[src/rtl/hack_kbd_pkg.sv]
// Shared constants, FSM state types and the PS/2 set-2 to Hack key-code map
// for the memory-mapped keyboard front end.
package hack_kbd_pkg;

    localparam logic [7:0] KEY_NEWLINE   = 8'd128;
    localparam logic [7:0] KEY_BACKSPACE = 8'd129;
    localparam logic [7:0] KEY_LEFT      = 8'd130;
    localparam logic [7:0] KEY_UP        = 8'd131;
    localparam logic [7:0] KEY_RIGHT     = 8'd132;
    localparam logic [7:0] KEY_DOWN      = 8'd133;
    localparam logic [7:0] KEY_ESC       = 8'd140;

    localparam logic [7:0] PS2_EXT = 8'hE0;
    localparam logic [7:0] PS2_BRK = 8'hF0;

    typedef enum logic [1:0] {
        FRM_IDLE,
        FRM_DATA,
        FRM_PARITY,
        FRM_STOP
    } frame_state_t;

    typedef enum logic [1:0] {
        DEC_NORMAL,
        DEC_EXT,
        DEC_BRK,
        DEC_EXT_BRK
    } dec_state_t;

    // Returns 0 for any key without a Hack code.
    function automatic logic [7:0] ps2_to_hack(input logic ext, input logic [7:0] code);
        logic [7:0] key;
        key = 8'd0;
        if (ext) begin
            case (code)
                8'h6B:   key = KEY_LEFT;
                8'h75:   key = KEY_UP;
                8'h74:   key = KEY_RIGHT;
                8'h72:   key = KEY_DOWN;
                default: key = 8'd0;
            endcase
        end else begin
            case (code)
                8'h1C: key = 8'd65;  8'h32: key = 8'd66;  8'h21: key = 8'd67;
                8'h23: key = 8'd68;  8'h24: key = 8'd69;  8'h2B: key = 8'd70;
                8'h34: key = 8'd71;  8'h33: key = 8'd72;  8'h43: key = 8'd73;
                8'h3B: key = 8'd74;  8'h42: key = 8'd75;  8'h4B: key = 8'd76;
                8'h3A: key = 8'd77;  8'h31: key = 8'd78;  8'h44: key = 8'd79;
                8'h4D: key = 8'd80;  8'h15: key = 8'd81;  8'h2D: key = 8'd82;
                8'h1B: key = 8'd83;  8'h2C: key = 8'd84;  8'h3C: key = 8'd85;
                8'h2A: key = 8'd86;  8'h1D: key = 8'd87;  8'h22: key = 8'd88;
                8'h35: key = 8'd89;  8'h1A: key = 8'd90;
                8'h45: key = 8'd48;  8'h16: key = 8'd49;  8'h1E: key = 8'd50;
                8'h26: key = 8'd51;  8'h25: key = 8'd52;  8'h2E: key = 8'd53;
                8'h36: key = 8'd54;  8'h3D: key = 8'd55;  8'h3E: key = 8'd56;
                8'h46: key = 8'd57;
                8'h29: key = 8'd32;
                8'h5A: key = KEY_NEWLINE;
                8'h66: key = KEY_BACKSPACE;
                8'h76: key = KEY_ESC;
                default: key = 8'd0;
            endcase
        end
        return key;
    endfunction

endpackage

[src/rtl/ps2_rx.sv]
// PS/2 receiver: line synchronisers, run-length glitch filters, 11-bit frame
// FSM with parity/stop checking and an inter-edge timeout.
module ps2_rx
    import hack_kbd_pkg::*;
#(
    parameter int FILTER_LEN     = 4,
    parameter int TIMEOUT_CYCLES = 2500
) (
    input  logic       clk,
    input  logic       reset,
    input  logic       ps2_clk,
    input  logic       ps2_data,
    output logic [7:0] data_byte,
    output logic       byte_valid,
    output logic       frame_err
);

    localparam int FW = $clog2(FILTER_LEN + 1);
    localparam int TW = $clog2(TIMEOUT_CYCLES + 1);
    localparam logic [FW-1:0] RUN_MAX = FW'(FILTER_LEN - 1);
    localparam logic [TW-1:0] TO_MAX  = TW'(TIMEOUT_CYCLES - 1);

    logic          clk_p0, clk_p1, clk_p2, clk_p3;
    logic          dat_p0, dat_p1, dat_p2;
    logic [FW-1:0] clk_run, dat_run;
    logic          fall;

    frame_state_t  state, state_next;
    logic [2:0]    bitcnt;
    logic [7:0]    shreg;
    logic          par_bit;
    logic [TW-1:0] tcnt;
    logic          shift_en, par_en, valid_next, err_next;

    // Stage p0/p1: synchronisers; p2: filtered levels; p3: edge history.
    always_ff @(posedge clk) begin
        if (reset) begin
            clk_p0  <= 1'b1;
            clk_p1  <= 1'b1;
            clk_p2  <= 1'b1;
            clk_p3  <= 1'b1;
            dat_p0  <= 1'b1;
            dat_p1  <= 1'b1;
            dat_p2  <= 1'b1;
            clk_run <= '0;
            dat_run <= '0;
        end else begin
            clk_p0 <= ps2_clk;
            clk_p1 <= clk_p0;
            dat_p0 <= ps2_data;
            dat_p1 <= dat_p0;
            clk_p3 <= clk_p2;
            if (clk_p1 != clk_p2) begin
                if (clk_run == RUN_MAX) begin
                    clk_p2  <= clk_p1;
                    clk_run <= '0;
                end else begin
                    clk_run <= clk_run + 1'b1;
                end
            end else begin
                clk_run <= '0;
            end
            if (dat_p1 != dat_p2) begin
                if (dat_run == RUN_MAX) begin
                    dat_p2  <= dat_p1;
                    dat_run <= '0;
                end else begin
                    dat_run <= dat_run + 1'b1;
                end
            end else begin
                dat_run <= '0;
            end
        end
    end

    assign fall = clk_p3 & ~clk_p2;

    always_comb begin
        state_next = state;
        shift_en   = 1'b0;
        par_en     = 1'b0;
        valid_next = 1'b0;
        err_next   = 1'b0;
        case (state)
            FRM_IDLE: begin
                if (fall && !dat_p2) state_next = FRM_DATA;
            end
            FRM_DATA: begin
                if (fall) begin
                    shift_en = 1'b1;
                    if (bitcnt == 3'd7) state_next = FRM_PARITY;
                end
            end
            FRM_PARITY: begin
                if (fall) begin
                    par_en     = 1'b1;
                    state_next = FRM_STOP;
                end
            end
            FRM_STOP: begin
                if (fall) begin
                    state_next = FRM_IDLE;
                    if (dat_p2 && (^{shreg, par_bit})) valid_next = 1'b1;
                    else                               err_next   = 1'b1;
                end
            end
            default: state_next = FRM_IDLE;
        endcase
        // A keyboard that stops clocking mid-frame abandons the frame.
        if (state != FRM_IDLE && !fall && tcnt == TO_MAX) begin
            state_next = FRM_IDLE;
            err_next   = 1'b1;
        end
    end

    always_ff @(posedge clk) begin
        if (reset) begin
            state      <= FRM_IDLE;
            bitcnt     <= 3'd0;
            shreg      <= 8'd0;
            par_bit    <= 1'b0;
            tcnt       <= '0;
            data_byte  <= 8'd0;
            byte_valid <= 1'b0;
            frame_err  <= 1'b0;
        end else begin
            state      <= state_next;
            byte_valid <= valid_next;
            frame_err  <= err_next;
            if (state == FRM_IDLE || fall) tcnt <= '0;
            else                           tcnt <= tcnt + 1'b1;
            if (state == FRM_IDLE) bitcnt <= 3'd0;
            else if (shift_en)     bitcnt <= bitcnt + 1'b1;
            if (shift_en)   shreg     <= {dat_p2, shreg[7:1]};
            if (par_en)     par_bit   <= dat_p2;
            if (valid_next) data_byte <= shreg;
        end
    end

endmodule

[src/rtl/keyboard_ctrl.sv]
// Hack keyboard register front end: decodes PS/2 make/break/E0 sequences and
// holds the Hack code of the most recently pressed, still-held key.
module keyboard_ctrl
    import hack_kbd_pkg::*;
#(
    parameter int FILTER_LEN     = 4,
    parameter int TIMEOUT_CYCLES = 2500
) (
    input  logic        clk,
    input  logic        reset,
    input  logic        ps2_clk,
    input  logic        ps2_data,
    output logic [15:0] out,
    output logic        frame_err
);

    logic [7:0] rx_byte;
    logic       rx_valid, rx_err;
    dec_state_t dec, dec_next;
    logic       make_en, brk_en, key_ext;
    logic [7:0] key_code;
    logic [7:0] key_p1;
    logic       err_p1;

    ps2_rx #(
        .FILTER_LEN     (FILTER_LEN),
        .TIMEOUT_CYCLES (TIMEOUT_CYCLES)
    ) u_rx (
        .clk        (clk),
        .reset      (reset),
        .ps2_clk    (ps2_clk),
        .ps2_data   (ps2_data),
        .data_byte  (rx_byte),
        .byte_valid (rx_valid),
        .frame_err  (rx_err)
    );

    always_comb begin
        dec_next = dec;
        make_en  = 1'b0;
        brk_en   = 1'b0;
        key_ext  = (dec == DEC_EXT) || (dec == DEC_EXT_BRK);
        if (rx_valid) begin
            case (dec)
                DEC_NORMAL: begin
                    if (rx_byte == PS2_EXT)      dec_next = DEC_EXT;
                    else if (rx_byte == PS2_BRK) dec_next = DEC_BRK;
                    else                         make_en  = 1'b1;
                end
                DEC_EXT: begin
                    if (rx_byte == PS2_BRK) begin
                        dec_next = DEC_EXT_BRK;
                    end else if (rx_byte != PS2_EXT) begin
                        make_en  = 1'b1;
                        dec_next = DEC_NORMAL;
                    end
                end
                DEC_BRK, DEC_EXT_BRK: begin
                    brk_en   = 1'b1;
                    dec_next = DEC_NORMAL;
                end
                default: dec_next = DEC_NORMAL;
            endcase
        end
    end

    assign key_code = ps2_to_hack(key_ext, rx_byte);

    // Stage p1: decoded key and delayed error, aligned to the same cycle.
    always_ff @(posedge clk) begin
        if (reset) begin
            dec    <= DEC_NORMAL;
            key_p1 <= 8'd0;
            err_p1 <= 1'b0;
        end else begin
            dec    <= dec_next;
            err_p1 <= rx_err;
            if (make_en && key_code != 8'd0)    key_p1 <= key_code;
            else if (brk_en && key_code == key_p1) key_p1 <= 8'd0;
        end
    end

    assign out       = {8'h00, key_p1};
    assign frame_err = err_p1;

endmodule

[config.mk]
export PLATFORM = sky130hd
export DESIGN_NAME = keyboard_ctrl
export DESIGN_NICKNAME = d
export VERILOG_FILES = /design/src/rtl/hack_kbd_pkg.sv /design/src/rtl/ps2_rx.sv /design/src/rtl/keyboard_ctrl.sv
export SDC_FILE = /design/constraint.sdc
export NUM_CORES = 1
export LEC_CHECK = 0
export ABC_AREA = 1
export CAP_MARGIN = 20
export CORE_UTILIZATION = 40
export DETAILED_ROUTE_END_ITERATION = 8
export DONT_BUFFER_PORTS = 1
export GPL_TIMING_DRIVEN = 1
export PLACE_DENSITY = 0.63
export SLEW_MARGIN = 25
export SYNTH_ARGS = -nofsm -noshare
export SYNTH_HDL_FRONTEND = slang
export SYNTH_SLANG_ARGS = --single-unit
[constraint.sdc]
create_clock -name clk -period 4.3 [get_ports clk]
set_input_delay 1.29 -clock clk [delete_from_list [all_inputs] [get_ports clk]]
set_output_delay 1.29 -clock clk [all_outputs]
set_load 0.01 [all_outputs]
==> qor.csv, run 1 <==
stage;metric;value;unit
global_routing;initial antenna violation count;0;
floorplan;number of I/O pins;21;
placed_design;Port-buffer cells;0;
cts;Resize count post-CTS;0;
placed_design;worst slack, placed;1.04;ns
cells_and_area;cell area after layout;4290;µm²
yosys;Mean Syn Cell Area;7.04;µm²
yosys;post-synthesis cell type count;48;
hold_path;HP Class;register to register;
yosys;Yosys reg bits;68;
routing;DRC violations left;0;
critical_path;CP startpoint kind;primary input;
outcome;status;finished clean;
global_routing;vias in the first global route;3211;
power;Leak;1.86;nW
placed_design;detailed placer's ending HPWL;6400;µm
sta;fin crit share;0.681;
routing;post-detailed-route count of antenna-violating nets;0;
power;peak supply drop;0.161;mV
cts;CTS tree;yes;
routing;Iter 0 DRT Violations;188;
global_routing;first-pass GRT wire length;14500;µm
cts;Clock Sinks;68;
cts;# H-tree levels;3;
yosys;post-synthesis sequential area ratio;0.338;
sta;Slew @ Worst Pin;0.925;ns
cells_and_area;share of cells above drive strength 1;0.127;
sta;final setup vio count;0;
sta;Final Worst Setup Slack;1.37;ns
floorplan;die area;10500;µm²
cts;CTS root buf;clkbuf_8;
routing;drt first pass iters;4;
floorplan;Starting Density;0.412;
global_routing;Total GRT Usage;0.176;
critical_path;Crit. End Element;register;
routing;drt via density;4.89;
cells_and_area;ANT cells;0;
yosys;Synth Flop Type;dfxtp_1;
cells_and_area;Final Net Count;596;
sta;maximum clock frequency;0.341;GHz
sta;Final Hold Viols;0;
global_routing;met2 usage in global routing;0.290;
cts;Reg clk slew, reported paths;0.07;ns
cts;clk_lat worst skew;0.35;ns
cts;CTS Buf Count;9;
global_routing;largest net degree at the start of global routing;29;
global_routing;GR Util met1;0.228;
critical_path;reg-to-reg setup timing slack;1.40;ns
yosys;EDFF count, synth;0;
routing;routed via count;3473;
placed_design;Routability Congestion;0.937;
critical_path;WS Path Type;primary input to register;
sta;Setup TNS;0;ns
critical_path;crit path max fanout;28;
routing;Routed WL;8390;µm
floorplan;die width;102;µm
yosys;post-synthesis cell count;572;
floorplan;Die Ht;102;µm
placed_design;placed cell area;4100;µm²
cts;Post-CTS Setup Inserts;0;
yosys;ys async rst share;0;
yosys;synthesized cell area;4030;µm²
floorplan;row count;36;
critical_path;Crit path required time;4.54;ns
sta;Slew HR;0.381;
global_routing;GR Layer Usage met3;0.0287;
global_routing;gr busiest metal;met2;
critical_path;crit path DAT;3.17;ns
sta;RSZ-0062 raised after global routing;no;
cells_and_area;Layout area overhead;6.62;%
power;Cell Pwr Density;298;nW/µm²
routing;Avg WL per Cell;11.8;µm
cts;cts hold-fix bufs;0;
sta;max-slew violations;0;
sta;Setup Skew;0.0130;ns
cells_and_area;filler instances;1043;
floorplan;core area;9770;µm²
job;maximum capacitance violations;0;
global_routing;GRT overflow;0;
yosys;Synth Warn #;0;
sta;minimum clock period;2.93;ns
cts;CTS max path bufs;2;
-- power by group --
group,total [mW],internal [mW],leakage (nW),switching [mW]
combinational,0.103,0.0346,1.22,0.0681
sequential,0.651,0.643,0.549,0.00867
clock,0.523,0.280,0.0914,0.243
-- worst paths after layout --
path,depth (start not counted),startpoint,to
worst max-delay path,13,reset,register
worst min-delay path,1,u_rx.clk_p0,u_rx.clk_p1
worst max register to register,15,u_rx.state[0],register
worst min register to register,1,u_rx.clk_p0,u_rx.clk_p1
-- logic make-up (layout without fill, tap and decap cells) --
| logic type | count (synthesis) | after routing | synth area share |
|---|---|---|---|
| xor+xnor | 4 | 4 | 0.00871 |
| compound gates | 93 | 93 | 0.135 |
| other cells | 1 | 8 | 0.000932 |
| buf+inv | 99 | 97 | 0.107 |
| flops | 68 | 68 | 0.338 |
| fa+ha+maj | 19 | 19 | 0.0591 |
| simple gates | 288 | 288 | 0.351 |
-- cell usage after synthesis (6+ instances only) --
cell type / n / area [µm²]
dfxtp_1: 68 / 1360
inv_2: 9 / 33.8
nand2_2: 16 / 100
nand3_2: 6 / 60.1
nor3_1: 8 / 40.0
o21ai_0: 30 / 150
ha_1: 19 / 238
nand3_1: 30 / 150
nand2_1: 125 / 469
or2_2: 6 / 37.5
nand2_4: 8 / 90.1
nand4_1: 16 / 100
a21oi_1: 39 / 195
buf_4: 8 / 60.1
inv_1: 70 / 263
nor2_1: 58 / 218
-- worst max-delay path: stages --
cell,delay [ns]
inv_1,0.41
nand2_1,0.27
nor2_8,0.19
inv_1,0.11
ha_1,0.32
nand2_2,0.11
inv_1,0.06
nand2_1,0.07
nand2_1,0.06
o21ai_1,0.12
nand2_1,0.06
nand2_1,0.06
nand2_1,0.05
-- layout by cell type (no fill, tap or decap), types with 16 or more instances in the layout --
cell type / instances
nand2_1: 125
inv_1: 70
dfxtp_1: 68
nor2_1: 58
a21oi_1: 39
nand3_1: 30
o21ai_0: 30
ha_1: 19
nand2_2: 16
nand4_1: 16
-- cell type report --
class	instances	area (µm²)	area share
clock buffers	11	141	0.0329
clock inverters	4	50.0	0.0117
well taps	133	166	0.0388
multi-input cells	412	2260	0.526
inverters	81	307	0.0714
repair buffers	1	7.51	0.00175
flip-flops and latches	68	1360	0.317
-- per-layer routing --
metal | part of all wire | wire [µm] | vias to the layer above
met5 | 0 | 0 | -
met1 | 0.49 | 4100 | 1555
met2 | 0.46 | 3850 | 68
li1 | - | - | 1839
met3 | 0.038 | 316 | 11
met4 | 0.015 | 129 | 0
-- through the flow --
step	utilization	power, mW	instances	hold WS (ns)
global route	0.439	1.34	710	0.424
floorplan	-	0.755	579	0.388
CTS	0.439	1.29	710	0.411
finish	0.439	1.28	710	0.410
detailed placement	0.419	0.768	695	0.394
global placement	0.419	0.763	695	0.391
Note: power is estimated with default switching activity, not from simulation.
==> run 2, diff against run 1 <==
ABC_AREA = 0   (was 1)
clock period = 2.82 ns   (was 4.3 ns; I/O delays follow)
==> run 2 against run 1 <==
- the flow now finishes with violations (setup timing)
- setup slack lost 1.5 ns
- final cell count down 4.2%
- clock power up 93%
- via count rose by 8.8%
- die area increased by 2.6%
- largest power group is now the clock network
- highest routed layer unchanged
==> qor.csv, run 2 <==
stage;metric;value;unit;change
yosys;post-synthesis cell type count;80;;was 48
global_routing;GRT overflow;0;;unchanged
global_routing;first-pass GRT wire length;17400;µm;was 14500 µm
routing;drt first pass iters;5;;was 4
power;logic gate share of total power;0.073;;was 0.080
global_routing;met2 usage in global routing;0.333;;was 0.290
routing;drt via density;5.55;;was 4.89
cts;Reg clk slew, reported paths;0.08;ns;was 0.07 ns
outcome;status;finished, violations left;;was finished clean
cells_and_area;Final Net Count;565;;was 596
cts;CTS max path bufs;2;;unchanged
placed_design;worst slack, placed;-0.127;ns;was 1.04 ns
critical_path;WS Path Type;register to register;;was primary input to register
sta;Final Worst Setup Slack;-0.0856;ns;was 1.37 ns
cells_and_area;Layout area overhead;21.6;%;was 6.62%
sta;minimum clock period;2.91;ns;
sta;Final Hold Viols;0;;unchanged
sta;maximum clock frequency;0.344;GHz;
floorplan;number of I/O pins;21;;unchanged
global_routing;Total GRT Usage;0.200;;was 0.176
power;Cell Pwr Density;429;nW/µm²;was 298 nW/µm²
sta;fin crit share;1.03;;
hold_path;HP Class;register to register;;unchanged
yosys;ys async rst share;0;;unchanged
cells_and_area;ANT cells;0;;unchanged
yosys;Synth Warn #;0;;unchanged
cts;cts hold-fix bufs;0;;unchanged
placed_design;Routability Congestion;0.932;;was 0.937
cells_and_area;filler instances;961;;was 1043
yosys;Yosys reg bits;68;;unchanged
sta;Setup TNS;-0.186;ns;was 0 ns
cells_and_area;share of cells above drive strength 1;0.234;;was 0.127
yosys;synthesized cell area;4130;µm²;was 4030 µm²
yosys;commonest cells in the synthesized netlist;dfxtp_1 (68), nand2_1 (45), nor2_1 (42);;was nand2_1 (125), inv_1 (70), dfxtp_1 (68)
power;peak supply drop;0.292;mV;was 0.161 mV
sta;Setup Skew;0.0158;ns;was 0.0130 ns
sta;Slew HR;0.450;;was 0.381
yosys;most frequent cell after synthesis;dfxtp_1;;was nand2_1
sta;Slew @ Worst Pin;0.821;ns;was 0.925 ns
routing;Avg WL per Cell;15.8;µm;was 11.8 µm
power;internal power;1.67;mW;was 957 µW
yosys;most area-consuming cells after synthesis;dfxtp_1 (33%), ha_1 (5.8%), a21oi_1 (4.2%), nand2_1 (4.1%), nor2_1 (3.8%);;was dfxtp_1 (34%), nand2_1 (12%), inv_1 (6.5%), ha_1 (5.9%), nor2_1 (5.4%)
outcome;violated checks;setup timing;;
yosys;post-synth top area share;0.329;;was 0.338
cts;CTS Buf Count;9;;unchanged
sta;RSZ-0062 raised after global routing;yes;;was no
yosys;Synth Flop Type;dfxtp_1;;unchanged
global_routing;GR Layer Usage met3;0.0378;;was 0.0287
power;sw frac;0.225;;was 0.251
critical_path;crit path DAT;3.17;ns;about the same
cts;CTS root buf;clkbuf_8;;unchanged
sta;final setup vio count;6;;was 0
placed_design;Port-buffer cells;0;;unchanged
critical_path;CP startpoint kind;register;;was primary input
cells_and_area;Multi-input gate area;2650;µm²;was 2260 µm²
yosys;Mean Syn Cell Area;8.27;µm²;was 7.04 µm²
power;Reg power frac;0.459;;was 0.510
routing;Iter 0 DRT Violations;221;;was 188
sta;max-slew violations;0;;unchanged
power;Clock power frac;0.468;;was 0.410
floorplan;row count;36;;unchanged
global_routing;gr busiest metal;met2;;unchanged
critical_path;Crit. End Element;register;;unchanged
floorplan;die width;104;µm;was 102 µm
floorplan;Die Ht;104;µm;was 102 µm
global_routing;initial antenna violation count;0;;unchanged
global_routing;GR Util met1;0.251;;was 0.228
floorplan;Starting Density;0.417;;was 0.412
cts;# H-tree levels;3;;unchanged
routing;routed via count;3777;;was 3473
routing;Routed WL;10800;µm;was 8390 µm
power;Leak;1.89;nW;was 1.86 nW
cts;Clock Sinks;68;;unchanged
critical_path;crit path max fanout;4;;was 28
yosys;Yosys top cell by area;dfxtp_1;;unchanged
power;total power;2.16;mW;was 1.28 mW
routing;post-detailed-route count of antenna-violating nets;0;;unchanged
cells_and_area;Sequential Area;1370;µm²;was 1360 µm²
floorplan;core area;9910;µm²;was 9770 µm²
power;Switch Pwr;486;µW;was 320 µW
global_routing;largest net degree at the start of global routing;57;;was 29
yosys;EDFF count, synth;0;;unchanged
yosys;post-synthesis cell count;500;;was 572
cells_and_area;final core utilization;0.507;;was 0.439
critical_path;Crit path required time;3.09;ns;was 4.54 ns
cts;clk_lat worst skew;0.34;ns;was 0.35 ns
placed_design;detailed placer's ending HPWL;7940;µm;was 6400 µm
yosys;post-synthesis sequential area ratio;0.329;;was 0.338
routing;DRC violations left;0;;unchanged
cells_and_area;commonest cells after routing, fill and taps aside;dfxtp_1 (65), buf_4 (56), nand2_1 (43);;was nand2_1 (125), inv_1 (70), dfxtp_1 (68)
job;maximum capacitance violations;0;;unchanged
floorplan;die area;10700;µm²;was 10500 µm²
cts;CTS tree;yes;;unchanged
global_routing;vias in the first global route;3555;;was 3211
cells_and_area;commonest non-fill, non-tap cell in the layout;dfxtp_1;;was nand2_1
-- run 2: cell types whose count changed in the layout (fill, tap and decap cells not counted), sizes merged, moves of 16 or more --
cell / previous run / this run
buf: 1 / 60
inv: 80 / 29
nand2: 149 / 46
nand3: 37 / 15
nor2: 63 / 44
o21ai: 35 / 19
-- run 2: path summary, 6_finish.rpt --
path                                    end          start  slack, ns  depth (start not counted)
worst max-delay path               register  u_rx.shreg[4]      -0.09                         12
worst min-delay path            u_rx.dat_p1    u_rx.dat_p0       0.42                          1
worst max register to register     register  u_rx.shreg[4]      -0.09                         12
worst min register to register  u_rx.dat_p1    u_rx.dat_p0       0.42                          1
-- run 2: area by class of cell --
cell class / instances / area share
clock buffer: 11 / 0.0301
clock inverter: 5 / 0.0214
inverter: 29 / 0.0217
multi-input combinational: 374 / 0.526
sequential: 68 / 0.272
tap: 133 / 0.0331
timing repair buffer: 60 / 0.0961
-- run 2: per-stage QoR --
| stage | area, µm² | cells | hold slack [ns] |
|---|---|---|---|
| 6_report | 5030 | 680 | 0.416 |
| 2_1_floorplan | 4250 | 507 | 0.389 |
| 3_5_place_dp | 4650 | 659 | 0.403 |
| 4_1_cts | 4910 | 675 | 0.419 |
| 5_1_grt | 5030 | 680 | 0.428 |
| 3_3_place_gp | 4650 | 659 | 0.390 |
-- run 2: power groups by stage --
stage	clock network, mW	logic (mW)	registers, mW
finish	1.01	0.158	0.990
global route	1.07	0.177	0.993
CTS	1.03	0.154	0.990
detailed placement	0	0.154	1.01
global placement	0	0.151	1.01
floorplan	0	0.139	1.01
-- run 2: routing by layer --
layer	vias to the layer above	wire length (µm)
met5	-	0
li1	1849	-
met3	23	531
met2	127	5150
met1	1778	4740
met4	0	348
-- run 2: timing repair --
item / 4_1_cts / 5_1_grt
cloned: 0 / 0
setup endpoints to repair: 7 / 7
resized for setup: 2 / 19
setup buffers: 0 / 6
pin swaps: 0 / 12
-- run 2: critical path, cell delays in order, from the launching register on --
cell and delay (ns):
dfxtp_2 0.34, xor3_1 0.40, xnor3_4 0.41, xor2_4 0.20, nor2_4 0.11, nand2_2 0.09
a21oi_4 0.18, buf_6 0.13, ha_4 0.13, or4b_4 0.48, o21ai_2 0.06, and3b_1 0.18
o221ai_2 0.12
-- run 2: kinds of logic after synthesis --
| kind of cell | after synthesis | synth area share |
|---|---|---|
| buf+inv | 65 | 0.0721 |
| simple gates | 184 | 0.227 |
| xor+xnor | 30 | 0.0814 |
| flops | 68 | 0.329 |
| mux | 10 | 0.0245 |
| fa+ha+maj | 19 | 0.0575 |
| other cells | 1 | 0.000907 |
| compound gates | 123 | 0.207 |
==> run 3, diff against run 2 <==
REMOVE_ABC_BUFFERS = 1   (was unset)
==> run 3 against run 2 <==
- the run still ends with setup timing left
- largest power group unchanged
- critical path type unchanged
- combinational power up 5%
- via count grew 1.9%
- global-route usage grew 0.52 points
==> qor.csv, run 3 (synthesis gave the netlist of run 2 again) <==
stage;metric;value;unit;change
critical_path;crit path max fanout;3;;was 4
cells_and_area;commonest cells after routing, fill and taps aside;dfxtp_1 (66), buf_4 (63), nand2_1 (43);;was dfxtp_1 (65), buf_4 (56), nand2_1 (43)
cts;Reg clk slew, reported paths;0.09;ns;was 0.08 ns
hold_path;Hold Crit Depth;1;;unchanged
sta;final setup vio count;5;;was 6
critical_path;Worst Reg-to-Reg Cells;12;;unchanged
cells_and_area;non-filler cells in the finished layout;692;;was 680
cts;CTS root buf;clkbuf_8;;unchanged
floorplan;die area;10700;µm²;unchanged
critical_path;critical path's slowest cell;or4b_4;;unchanged
floorplan;core area;9910;µm²;unchanged
critical_path;Crit path required time;3.10;ns;was 3.09 ns
critical_path;Top delay family on crit path;XOR/XNOR gates;;unchanged
sta;Final Worst Setup Slack;-0.127;ns;was -0.0856 ns
hold_path;Worst Hold End;u_rx.dat_p1;;unchanged
outcome;status;finished, violations left;;unchanged
global_routing;first-pass GRT wire length;17900;µm;was 17400 µm
global_routing;GRT overflow;0;;unchanged
cells_and_area;share of cells above drive strength 1;0.263;;was 0.234
cts;# H-tree levels;3;;unchanged
critical_path;CP startpoint kind;register;;unchanged
routing;Routed WL;10900;µm;was 10800 µm
global_routing;Total GRT Usage;0.206;;was 0.200
routing;routed via count;3847;;was 3777
critical_path;reg-to-reg setup timing slack;-0.13;ns;was -0.09 ns
critical_path;CP Depth;12;;unchanged
sta;minimum clock period;2.95;ns;was 2.91 ns
sta;Final Hold Viols;0;;unchanged
critical_path;origin of the critical flop-to-flop path;u_rx.shreg[4];;unchanged
hold_path;HP Class;register to register;;unchanged
routing;Iter 0 DRT Violations;268;;was 221
floorplan;Starting Density;0.417;;unchanged
job;maximum capacitance violations;0;;unchanged
critical_path;crit path DAT;3.22;ns;was 3.17 ns
global_routing;vias in the first global route;3692;;was 3555
power;peak supply drop;0.307;mV;was 0.292 mV
hold_path;worst hold start;u_rx.dat_p0;;unchanged
routing;DRC violations left;0;;unchanged
floorplan;die width;104;µm;unchanged
critical_path;Crit. End Element;register;;unchanged
cells_and_area;ANT cells;0;;unchanged
sta;maximum clock frequency;0.339;GHz;was 0.344 GHz
cts;clk_lat worst skew;0.34;ns;about the same
floorplan;row count;36;;unchanged
cells_and_area;Final Net Count;577;;was 565
cts;cts hold-fix bufs;0;;unchanged
global_routing;initial antenna violation count;0;;unchanged
routing;post-detailed-route count of antenna-violating nets;0;;unchanged
routing;Avg WL per Cell;15.7;µm;was 15.8 µm
sta;max-slew violations;0;;unchanged
critical_path;WS Path Type;register to register;;unchanged
sta;RSZ-0062 raised after global routing;yes;;unchanged
global_routing;largest net degree at the start of global routing;57;;unchanged
critical_path;worst path cell trace;xor3_1 -> xnor3_4 -> xor2_4 -> nor2_4 -> nand2_2 -> a21oi_4 -> buf_6 -> ha_4 -> or4b_4 -> o21ai_2 -> and3b_1 -> o221ai_2;;unchanged
sta;final hold slack;0.413;ns;was 0.416 ns
cts;CTS tree;yes;;unchanged
cts;CTS max path bufs;2;;unchanged
power;Leak;1.96;nW;was 1.89 nW
sta;Setup Skew;0.0123;ns;was 0.0158 ns
floorplan;Die Ht;104;µm;unchanged
cells_and_area;filler instances;906;;was 961
placed_design;dpl cells;668;;was 659
placed_design;detailed placer's ending HPWL;7920;µm;was 7940 µm
routing;drt first pass iters;5;;unchanged
placed_design;Routability Congestion;0.881;;was 0.932
cells_and_area;commonest non-fill, non-tap cell in the layout;dfxtp_1;;unchanged
cells_and_area;Layout area overhead;26.2;%;was 21.6%
cts;CTS Buf Count;9;;unchanged
cts;Clock Sinks;68;;unchanged
outcome;violated checks;setup timing;;unchanged
sta;fin crit share;1.05;;was 1.03
critical_path;crit path buf inv count;1;;unchanged
routing;drt via density;5.56;;was 5.55
power;Cell Pwr Density;431;nW/µm²;was 429 nW/µm²
floorplan;number of I/O pins;21;;unchanged
placed_design;Port-buffer cells;0;;unchanged
critical_path;CP max stage delay;0.48;ns;about the same
run 3: worst max-delay path by stage:
| stage | start | end | slack [ns] |
|---|---|---|---|
| after floorplan | u_rx.shreg[4] | register | -0.48 |
| after global placement | u_rx.shreg[4] | register | -0.20 |
| after detailed placement | u_rx.shreg[4] | register | -0.22 |
| after CTS | u_rx.shreg[4] | register | -0.09 |
| after global routing | u_rx.shreg[4] | register | -0.25 |
| final | u_rx.shreg[4] | register | -0.13 |
run 3: stage by stage:
step,area [µm²],setup slack (ns),setup TNS [ns],power [mW],utilization
floorplan,3970,-0.477,-2.81,1.12,-
global placement,4620,-0.195,-0.863,1.17,0.466
detailed placement,4620,-0.219,-1.05,1.17,0.466
CTS,4980,-0.0859,-0.226,2.26,0.502
global route,5210,-0.249,-1.03,2.34,0.526
finish,5210,-0.127,-0.276,2.25,0.526
run 3: cell type report:
class                   instances  area, µm²  share of cell area
multi-input cells             374       2720               0.522
flip-flops and latches         68       1360               0.262
repair buffers                 72        578               0.111
well taps                     133        166              0.0319
clock inverters                 7        146              0.0281
clock buffers                   9        124              0.0238
inverters                      29        111              0.0214
run 3: worst register-to-register path, stage by stage, from the launching register on:
cell	delay, ns
dfxtp_2	0.33
xor3_1	0.40
xnor3_4	0.41
xor2_4	0.20
nor2_4	0.11
nand2_2	0.08
a21oi_4	0.24
buf_6	0.14
ha_4	0.11
or4b_4	0.49
o21ai_2	0.08
and3b_1	0.20
o221ai_2	0.11
run 3: what timing repair did:
item,in CTS,in global routing
buffers inserted,2,8
pin swaps,3,8
endpoints found under the setup margin,7,8
gates resized for setup,22,40
run 3: per-layer routing:
| metal | GRT usage | routed length (µm) |
|---|---|---|
| met5 | 0 | 0 |
| met4 | 0.0818 | 248 |
| met3 | 0.0459 | 712 |
| met2 | 0.336 | 5070 |
| met1 | 0.263 | 4870 |
run 3: power breakdown:
part / internal [mW] / switching, mW
combinational: 0.0632 / 0.103
clock: 0.685 / 0.406
sequential: 0.975 / 0.0133
total: 1.72 / 0.522
